[config.mk]
export PLATFORM = sky130hd
export DESIGN_NAME = display_arbiter_flat
export DESIGN_NICKNAME = d
export VERILOG_FILES = /design/src/rtl/display_pkg.sv /design/src/rtl/display_arbiter_if.sv /design/src/rtl/display_arbiter_rr_pick.sv /design/src/rtl/display_arbiter.sv /design/src/flat_wrapper.sv
export SDC_FILE = /design/constraint.sdc
export NUM_CORES = 1
export LEC_CHECK = 0
export ABC_AREA = 1
export BUFFER_PORTS_ARGS = -buffer_cell sky130_fd_sc_hd__buf_2
export CORE_MARGIN = 2
export CORE_UTILIZATION = 52
export DETAILED_ROUTE_END_ITERATION = 6
export PLACE_DENSITY_LB_ADDON = 0.1
export SYNTH_ARGS = -nofsm -noshare
export SYNTH_HDL_FRONTEND = slang
export SYNTH_SLANG_ARGS = --single-unit
[constraint.sdc]
create_clock -name clock -period 2.13 [get_ports clock]
set_clock_uncertainty 0.1 [all_clocks]
set_input_delay 0.426 -clock clock [delete_from_list [all_inputs] [get_ports clock]]
set_output_delay 0.426 -clock clock [all_outputs]
set_load 0.01 [all_outputs]
[src/rtl/display_pkg.sv]
// Shared types and constants for the multi-requester 4-digit display arbiter.
package display_pkg;

  localparam int DIGITS  = 4;
  localparam int VALUE_W = 16;
  localparam int DOTS_W  = 4;

  typedef enum logic [1:0] {
    ST_IDLE = 2'd0,
    ST_OWN  = 2'd1,
    ST_GAP  = 2'd2
  } state_e;

  function automatic int max_int(input int a, input int b);
    return (a > b) ? a : b;
  endfunction

endpackage

[src/rtl/display_arbiter_if.sv]
// Request/grant bundle between the display requesters and the arbiter.
interface display_arbiter_if
  import display_pkg::*;
#(
  parameter int NREQ = 4
);
  // Handshake: req[i] is a level request held by requester i for as long as it
  // wants the display; grant[i] (one-hot or zero) is the acknowledgement, and
  // value/dots/blank are the registered display outputs for the current owner.
  logic [NREQ-1:0]         req;
  logic [VALUE_W*NREQ-1:0] req_value;
  logic [DOTS_W*NREQ-1:0]  req_dots;
  logic [NREQ-1:0]         grant;
  logic [VALUE_W-1:0]      value;
  logic [DOTS_W-1:0]       dots;
  logic                    blank;

  modport master (
    output req, req_value, req_dots,
    input  grant, value, dots, blank
  );

  modport slave (
    input  req, req_value, req_dots,
    output grant, value, dots, blank
  );

endinterface

[src/rtl/display_arbiter_rr_pick.sv]
// Combinational round-robin picker: first requester after 'last', wrapping.
module rr_pick #(
  parameter int NREQ  = 4,
  parameter int IDX_W = 2
) (
  input  logic [NREQ-1:0]  req,
  input  logic [IDX_W-1:0] last,
  output logic [NREQ-1:0]  winner,
  output logic [IDX_W-1:0] win_idx,
  output logic             valid
);

  always_comb begin
    int               cand;
    logic [IDX_W-1:0] cidx;
    winner  = '0;
    win_idx = '0;
    valid   = 1'b0;
    cand    = 0;
    cidx    = '0;
    // Offsets 1..NREQ visit every index once, the previous owner last.
    for (int off = 1; off <= NREQ; off++) begin
      cand = (int'(last) + off) % NREQ;
      cidx = IDX_W'(cand);
      if (!valid && req[cidx]) begin
        valid        = 1'b1;
        winner[cidx] = 1'b1;
        win_idx      = cidx;
      end
    end
  end

endmodule

[src/rtl/display_arbiter.sv]
// Time-sliced owner arbitration for a shared 4-digit display: IDLE -> OWN -> GAP.
module display_arbiter
  import display_pkg::*;
#(
  parameter int NREQ  = 4,
  parameter int DWELL = 50_000_000,
  parameter int GAP   = 5_000_000
) (
  input  logic              clock,
  input  logic              reset,
  display_arbiter_if.slave  bus,
  output state_e            state_dbg
);

  localparam int CNT_W = $clog2(max_int(DWELL, GAP) + 1);
  localparam int IDX_W = (NREQ > 1) ? $clog2(NREQ) : 1;
  localparam logic [CNT_W-1:0] DWELL_C  = CNT_W'(DWELL);
  localparam logic [CNT_W-1:0] GAP_LAST = CNT_W'((GAP > 0) ? GAP - 1 : 0);
  localparam logic [IDX_W-1:0] LAST_RST = IDX_W'(NREQ - 1);

  state_e             state_q, state_d;
  logic [NREQ-1:0]    grant_q, grant_d;
  logic [VALUE_W-1:0] value_q, value_d;
  logic [DOTS_W-1:0]  dots_q, dots_d;
  logic               blank_q, blank_d;
  logic [CNT_W-1:0]   cnt_q, cnt_d;
  logic [IDX_W-1:0]   last_q, last_d;
  logic [IDX_W-1:0]   owner_q, owner_d;

  logic [NREQ-1:0]    pick_onehot;
  logic [IDX_W-1:0]   pick_idx;
  logic               pick_valid;
  logic [VALUE_W-1:0] owner_value;
  logic [DOTS_W-1:0]  owner_dots;
  logic               owner_req;
  logic               others_req;
  logic               dwell_done;

  rr_pick #(
    .NREQ  (NREQ),
    .IDX_W (IDX_W)
  ) u_pick (
    .req     (bus.req),
    .last    (last_q),
    .winner  (pick_onehot),
    .win_idx (pick_idx),
    .valid   (pick_valid)
  );

  always_comb begin
    owner_value = '0;
    owner_dots  = '0;
    for (int i = 0; i < NREQ; i++) begin
      if (owner_q == IDX_W'(i)) begin
        owner_value = bus.req_value[i*VALUE_W +: VALUE_W];
        owner_dots  = bus.req_dots[i*DOTS_W +: DOTS_W];
      end
    end
  end

  assign owner_req  = bus.req[owner_q];
  assign others_req = |(bus.req & ~grant_q);
  assign dwell_done = (cnt_q >= DWELL_C);

  always_comb begin
    state_d = state_q;
    grant_d = grant_q;
    value_d = '0;
    dots_d  = '0;
    blank_d = 1'b1;
    cnt_d   = cnt_q;
    last_d  = last_q;
    owner_d = owner_q;
    unique case (state_q)
      ST_IDLE: begin
        grant_d = '0;
        if (pick_valid) begin
          grant_d = pick_onehot;
          blank_d = 1'b0;
          cnt_d   = '0;
          owner_d = pick_idx;
          state_d = ST_OWN;
        end
      end
      ST_OWN: begin
        // Past the dwell the owner yields to anyone else, or when it lets go.
        if (dwell_done && (!owner_req || others_req)) begin
          last_d  = owner_q;
          grant_d = '0;
          cnt_d   = '0;
          state_d = (GAP > 0) ? ST_GAP : ST_IDLE;
        end else begin
          blank_d = 1'b0;
          value_d = owner_value;
          dots_d  = owner_dots;
          if (!dwell_done) cnt_d = cnt_q + CNT_W'(1);
        end
      end
      ST_GAP: begin
        grant_d = '0;
        if (cnt_q >= GAP_LAST) begin
          cnt_d   = '0;
          state_d = ST_IDLE;
        end else begin
          cnt_d = cnt_q + CNT_W'(1);
        end
      end
      default: begin
        grant_d = '0;
        cnt_d   = '0;
        state_d = ST_IDLE;
      end
    endcase
  end

  always_ff @(posedge clock) begin
    if (reset) begin
      state_q <= ST_IDLE;
      grant_q <= '0;
      value_q <= '0;
      dots_q  <= '0;
      blank_q <= 1'b1;
      cnt_q   <= '0;
      last_q  <= LAST_RST;
      owner_q <= '0;
    end else begin
      state_q <= state_d;
      grant_q <= grant_d;
      value_q <= value_d;
      dots_q  <= dots_d;
      blank_q <= blank_d;
      cnt_q   <= cnt_d;
      last_q  <= last_d;
      owner_q <= owner_d;
    end
  end

  assign bus.grant = grant_q;
  assign bus.value = value_q;
  assign bus.dots  = dots_q;
  assign bus.blank = blank_q;
  assign state_dbg = state_q;

endmodule

[src/flat_wrapper.sv]
// flat-port wrapper written by rule: the top's interface ports become plain ports
module display_arbiter_flat import display_pkg::*;
#(
  parameter int NREQ  = 4,
  parameter int DWELL = 50_000_000,
  parameter int GAP   = 5_000_000
)
  (clock, reset, state_dbg, bus_req, bus_req_value, bus_req_dots, bus_grant, bus_value, bus_dots, bus_blank);
  display_arbiter_if #(.NREQ(NREQ)) bus_i ();
  input  logic clock;
  input  logic reset;
  output state_e state_dbg;
  input wire logic [$bits(bus_i.req)-1:0] bus_req;
  input wire logic [$bits(bus_i.req_value)-1:0] bus_req_value;
  input wire logic [$bits(bus_i.req_dots)-1:0] bus_req_dots;
  output wire logic [$bits(bus_i.grant)-1:0] bus_grant;
  output wire logic [$bits(bus_i.value)-1:0] bus_value;
  output wire logic [$bits(bus_i.dots)-1:0] bus_dots;
  output wire logic [$bits(bus_i.blank)-1:0] bus_blank;
  assign bus_i.req = bus_req;
  assign bus_i.req_value = bus_req_value;
  assign bus_i.req_dots = bus_req_dots;
  assign bus_grant = bus_i.grant;
  assign bus_value = bus_i.value;
  assign bus_dots = bus_i.dots;
  assign bus_blank = bus_i.blank;
  display_arbiter #(.NREQ(NREQ), .DWELL(DWELL), .GAP(GAP)) u_core (.clock(clock), .reset(reset), .bus(bus_i), .state_dbg(state_dbg));
endmodule
* After elaboration in Yosys (flattened, before gate mapping)
Index checks and enable logic that the tools add are counted.
W data, S select, Z words.
** Word-level totals
- Output and inout bits :: 27
- Logic and storage cells :: 113
- Register bits :: 57
- Input port bits :: 86
** Operators by class
- Magnitude comparators :: 11
- Bitwise gates (word level) :: 6
- Eq/ne operators :: 9
- Multiplexer cells :: 53
- Reductions and logical operators :: 21
- Add/sub/neg operators :: 5
** Operator list (count)
- $mux W26 :: 4
- $pmux W26 S3 :: 1
- $mux W16 :: 4
- $mux W4 :: 10
- $add A26 B1 Y26 const B :: 1
- $ge A26 B23 Y1 const B :: 1
- $ge A26 B26 Y1 const B :: 1
- $lt A2 B3 Y1 const B :: 5
- $mux W1 :: 15
- $mux W2 :: 7
- $or A4 B4 Y4 :: 3
- $bmux W1 S2 :: 5
- $demux W1 S2 :: 4
- $ge A2 B1 Y1 const B :: 4
- $logic_and A1 B1 Y1 :: 8
- $pmux W4 S2 :: 1
- $eq A2 B2 Y1 const B :: 3
- $ne A2 B1 Y1 const B :: 3
- $pmux W2 S3 :: 1
- $reduce_and A2 Y1 :: 3
- $add A2 B1 Y2 const B :: 2
- $add A2 B2 Y2 const B :: 2
- $and A4 B4 Y4 :: 1
- $eq A2 B1 Y1 const B :: 2
- other kinds (10) :: 14

* Depth between registers and ports, before layout
- Word-level depth :: 15
- Gate-level depth with buffers :: 15
- Mapped depth without buffers :: 14

* Hierarchy
A second synthesis with hierarchy kept.
** Unflattened totals
- Cells, all modules :: 639
- Area total of the unflattened synthesis :: 4023.9 um2
** Modules (own cells, without submodules)
- display_arbiter :: cells an instance 565, area each 3565.9 um2, times used 1, sequential area each 1141.1 um2
- rr_pick :: cells an instance 74, area each 457.9 um2, times used 1, sequential area each 0.0 um2

* Worst setup path before layout
OpenSTA, ideal clock, no wires.
- Path type :: reg-to-reg
- Start point :: register u_core.last_q[0]
- End point :: register u_core.grant_q[1], in the netlist u_core.bus.grant[1]
- Setup time :: 0.075 ns
- Cell stages (with the launch flop) :: 13
- Arrival time :: 1.706 ns
- Data required time :: 1.955 ns
- Clock period less this slack :: 1.881 ns
- Path buffers :: 2
- Path slack :: 0.249 ns
- Cell sequence :: dfxtp_1 buf_6 inv_1 ha_1 inv_1 nand2_1 nand2_1 and2_1 clkbuf_1 nand3_1 nand3_1 nand2_1 o22ai_1
** On the way
- Cells in the longest elaborated chain, start to end :: 15
- Elaborated cells on any way between the ends :: 51
- Those cells by class :: add/sub: 4; order compare: 8; mux: 26; bitwise: 3; reduce/logical: 10
** Ends and longest elaborated chain
- start, declared :: line display_arbiter.sv:27 : logic [IDX_W-1:0] last_q, last_d;
- start signal, assigned :: line display_arbiter.sv:133 : last_q <= last_d;
- branches (longest 13 deep; another with $lt A2 B3 Y1)
- $mux W4 * :: line display_arbiter.sv:77 : if (pick_valid) begin
- $pmux W4 S2 * :: line display_arbiter.sv:74 : unique case (state_q)
- end signal, assigned :: line display_arbiter.sv:128 : grant_q <= grant_d;
- end, declared :: line display_arbiter.sv:22 : logic [NREQ-1:0] grant_q, grant_d;
Mark *: on every way between the ends. The select of a mux whose other input is x is not followed.
A chain may end at the register's enable or synchronous reset.

* Worst setup path after layout
- Start point :: register u_core.cnt_q[1]
- End point :: register u_core.cnt_q[22]
** On the way
- Cells in the longest elaborated chain, start to end :: 4
- Elaborated cells on any way between the ends :: 10
- Those cells by class :: add/sub: 1; order compare: 2; eq/ne: 1; mux: 4; reduce/logical: 2
** Ends and longest elaborated chain
- start, declared :: line display_arbiter.sv:26 : logic [CNT_W-1:0] cnt_q, cnt_d;
- start signal, assigned :: line display_arbiter.sv:132 : cnt_q <= cnt_d;
- $add A26 B1 Y26 or $ge A26 B26 Y1 (tied branches) :: line display_arbiter.sv:96, display_arbiter.sv:105, display_arbiter.sv:63
- $mux W26 or $logic_and A1 B1 Y1 (tied branches) :: line display_arbiter.sv:96, display_arbiter.sv:87
- $mux W26 or $ne A3 B3 Y1 (tied branches)
- $pmux W26 S3 or $reduce_and A2 Y1 (tied branches)
Parallel ways exist; a longest one is shown, timed or not. The select of a mux whose other input is x is not followed.

==> flow_summary_export.csv <==
group,metric,value,unit
outcome,outcome,"finished, final reports clean",
detailed_routing,antenna_left,0,
die,fp.dieArea,7790,sq um
power_and_ir_drop,internal_power,0.00217,W
hold_path,hp-class,"input pin to flip-flop",
placement,place_congestion,0.948,
clocking,root_buffer,"clkbuf_8",
global_routing,antenna_found_initial,0,
setup_path,critPathArrivalTime,2190,ps
die,die_y,88.3,um
sta,period_minus_slack,2030,ps
yosys,async_reset_ff_frac,0,
power_and_ir_drop,swShare,0.357,
setup_path,path_class,"flip-flop to flip-flop",
clocking,cts.clk_slew.worst_paths,70,ps
clocking,clock_latency,330,ps
yosys,synth_edf_count,0,
power_and_ir_drop,finalPower,0.00337,W
sta,timing.final.crit_share,0.954,
global_routing,first_global_vias,3942,
setup_path,setup.worst_path.start_class,"flip-flop",
yosys,synth_area_leader_cell,"dfxtp_1",
die,chipWidth,88.3,um
yosys,syn_avg_cell_area,6.41,sq um
placement,dp_hpwl,8170,um
detailed_routing,vias,4188,
detailed_routing,drcViolationCount,0,
sta,fmax,492,MHz
detailed_routing,viasPerCell,5.21,
yosys,synth_cells,576,
die,initial_core_util,0.541,
finish,seqCellArea,1150,sq um
power_and_ir_drop,power_leakage,2.22,nW
setup_path,crit_fanout,4,
yosys,yosysTopAreaCellShare,0.309,
sta,drv_slew,0,
sta,maxSlewHeadroom,0.583,
finish,area_growth,27.2,%
power_and_ir_drop,powerDensity,718,nW/um^2
detailed_routing,dr.pass1.iters,5,
yosys,synth_cell_type_count,38,
yosys,ys_top_cells_by_area,"dfxtp_1 31%, nand2_1 15%, nor2_1 8.6%",
power_and_ir_drop,power.switching,0.00120,W
yosys,synth-seq-cells,57,
clocking,cts.sinks,57,
clocking,numCtsBuffers,9,
yosys,seq_area_frac_synth,0.309,
yosys,synth_most_common_cell,"nand2_1",
global_routing,grt_pass1_wl,17300,um
clocking,clockBufferDepth,2,
power_and_ir_drop,sequentialPowerShare,0.364,
sta,worst_pin_slew,625,ps
power_and_ir_drop,clkPwrFrac,0.312,
finish,multiInputGateArea,2180,sq um
detailed_routing,routed_wl,10600,um
power_and_ir_drop,peakVddDrop,0.513,mV
global_routing,grt_use_total,0.277,
die,rows,30,
detailed_routing,wl_per_cell,13.2,um
yosys,synthesis.nets,675,
die,io_pins,113,
sta,final-setup-viol-count,0,
finish,antenna-diode-count,0,
clocking,h-tree-depth,3,
yosys,yosysWarnings,0,
finish,final_nets,802,
setup_path,endpoint_kind,"flip-flop",
yosys,synth.top_cells.by_count,"146 x nand2_1, 85 x nor2_1, 75 x inv_1",
finish,fin_util,0.688,
run,max-cap-violations,0,
global_routing,grt_start_max_net_pins,27,
power_and_ir_drop,p_comb_frac,0.324,
yosys,synth_ff_type,"dfxtp_1",
sta,hold_violations,0,
sta,fin_ws,97.9,ps
die,core_area,6830,sq um
finish,fill_cells,605,
placement,port_buffers,112,
sta,hold_ws,225,ps
placement,post-place-ws,58.4,ps
setup_path,cp.required,2290,ps
detailed_routing,first_iter_violations,270,
yosys,synth_area,3690,sq um
finish,drive_above_1_share,0.271,
clocking,tritoncts,"done",
global_routing,grt_overflow,0,
## kinds of logic (layout without fill, tap and decap cells)
family | count (synthesis) | in the layout | synth area share
DFF | 57 | 57 | 0.309
buffers and inverters | 98 | 230 | 0.112
AOI/OAI and AO/OA | 81 | 81 | 0.144
adders and majority gates | 13 | 13 | 0.0440
and+or+nand+nor | 324 | 324 | 0.383
xor gates and xnor gates | 3 | 3 | 0.00712
## flip-flops by register name (all words and copies together), names as in the netlist
register and count:
u_core.bus.blank 1, u_core.bus.grant 4, u_core.last_q 2, u_core.state_dbg 2
u_core.owner_q 2, u_core.cnt_q 26, u_core.bus.value 16, u_core.bus.dots 4
## timing repair
item,CTS,global route
setup buffers,0,2
endpoints found under the setup margin,0,30
resized for setup,0,18
hold buffers,0,0
## power by group through the flow
stage	Sequential, W	Combinational, W	Clock [W]
floorplan	0.00128	0.000663	0
detailed placement	0.00124	0.00105	0
global route	0.00124	0.00122	0.00111
CTS	0.00122	0.00105	0.00107
global placement	0.00124	0.00103	0
finish	0.00123	0.00109	0.00105
## worst paths after layout
check,startpoint,endpoint,slack [ps],depth (start not counted)
worst max-delay path,u_core.cnt_q[1]$_SDFFE_PP0P_,u_core.cnt_q[22]$_SDFFE_PP0P_,100,13
worst min-delay path,reset,u_core.owner_q[0]$_SDFFE_PP0P_,230,2
worst max register to register,u_core.cnt_q[1]$_SDFFE_PP0P_,u_core.cnt_q[22]$_SDFFE_PP0P_,100,13
worst min register to register,u_core.bus.grant[3]$_SDFFE_PP0P_,u_core.bus.grant[3]$_SDFFE_PP0P_,400,2
## layout by cell type, fill, tap and decap left out, types with 2 or more instances in the layout
master,netlist,routed
a211oi_1,9,9
a21oi_1,19,19
a221oi_1,19,19
buf_2,3,112
buf_4,1,22
clkbuf_8,0,11
clkinvlp_4,0,4
dfxtp_1,57,53
dfxtp_2,0,4
ha_1,13,13
inv_1,75,74
nand2_1,146,144
nand2_2,5,7
nand2_8,1,3
nand3_1,48,48
nand4_1,10,10
nor2_1,85,80
nor2_2,12,17
nor3_1,9,7
nor3_2,0,2
o211ai_1,5,5
o21ai_0,16,16
o21ai_1,4,4
o22ai_1,4,4
xor2_1,3,3
## layer usage
layer  vias up  global-route usage  share of wire
met4         0               0.107          0.019
met5         -                   0              0
met1      1892               0.350           0.42
met3        20              0.0513          0.056
met2       155               0.470           0.50
li1       2121                   -              -
## final cells by class
type | instances | share of cell area
multi-input combinational | 421 | 0.465
sequential | 57 | 0.244
timing repair buffer | 134 | 0.154
inverter | 79 | 0.0658
clock buffer | 12 | 0.0330
tap | 96 | 0.0256
clock inverter | 4 | 0.0109
timing repair inverter | 1 | 0.00160
## per-stage QoR
stage	instances	area, sq um	setup TNS, ps
floorplan	576	3690	0
CTS	801	4620	0
global route	804	4700	-286
detailed placement	785	4410	0
finish	804	4700	0
global placement	785	4410	0
## worst max-delay path: stages (launching register included)
cell     delay (ps)
dfxtp_2         360
ha_1            170
nand2_1          90
nor2_2          140
nand2_1         130
nor2_2          130
nand2_1          70
inv_1           120
nand2_1         110
nor2_1          180
nand3_1         100
nand2_1          80
nand3_1          80
nor2_1           90
No activity file was read; power rests on OpenSTA's default activity.
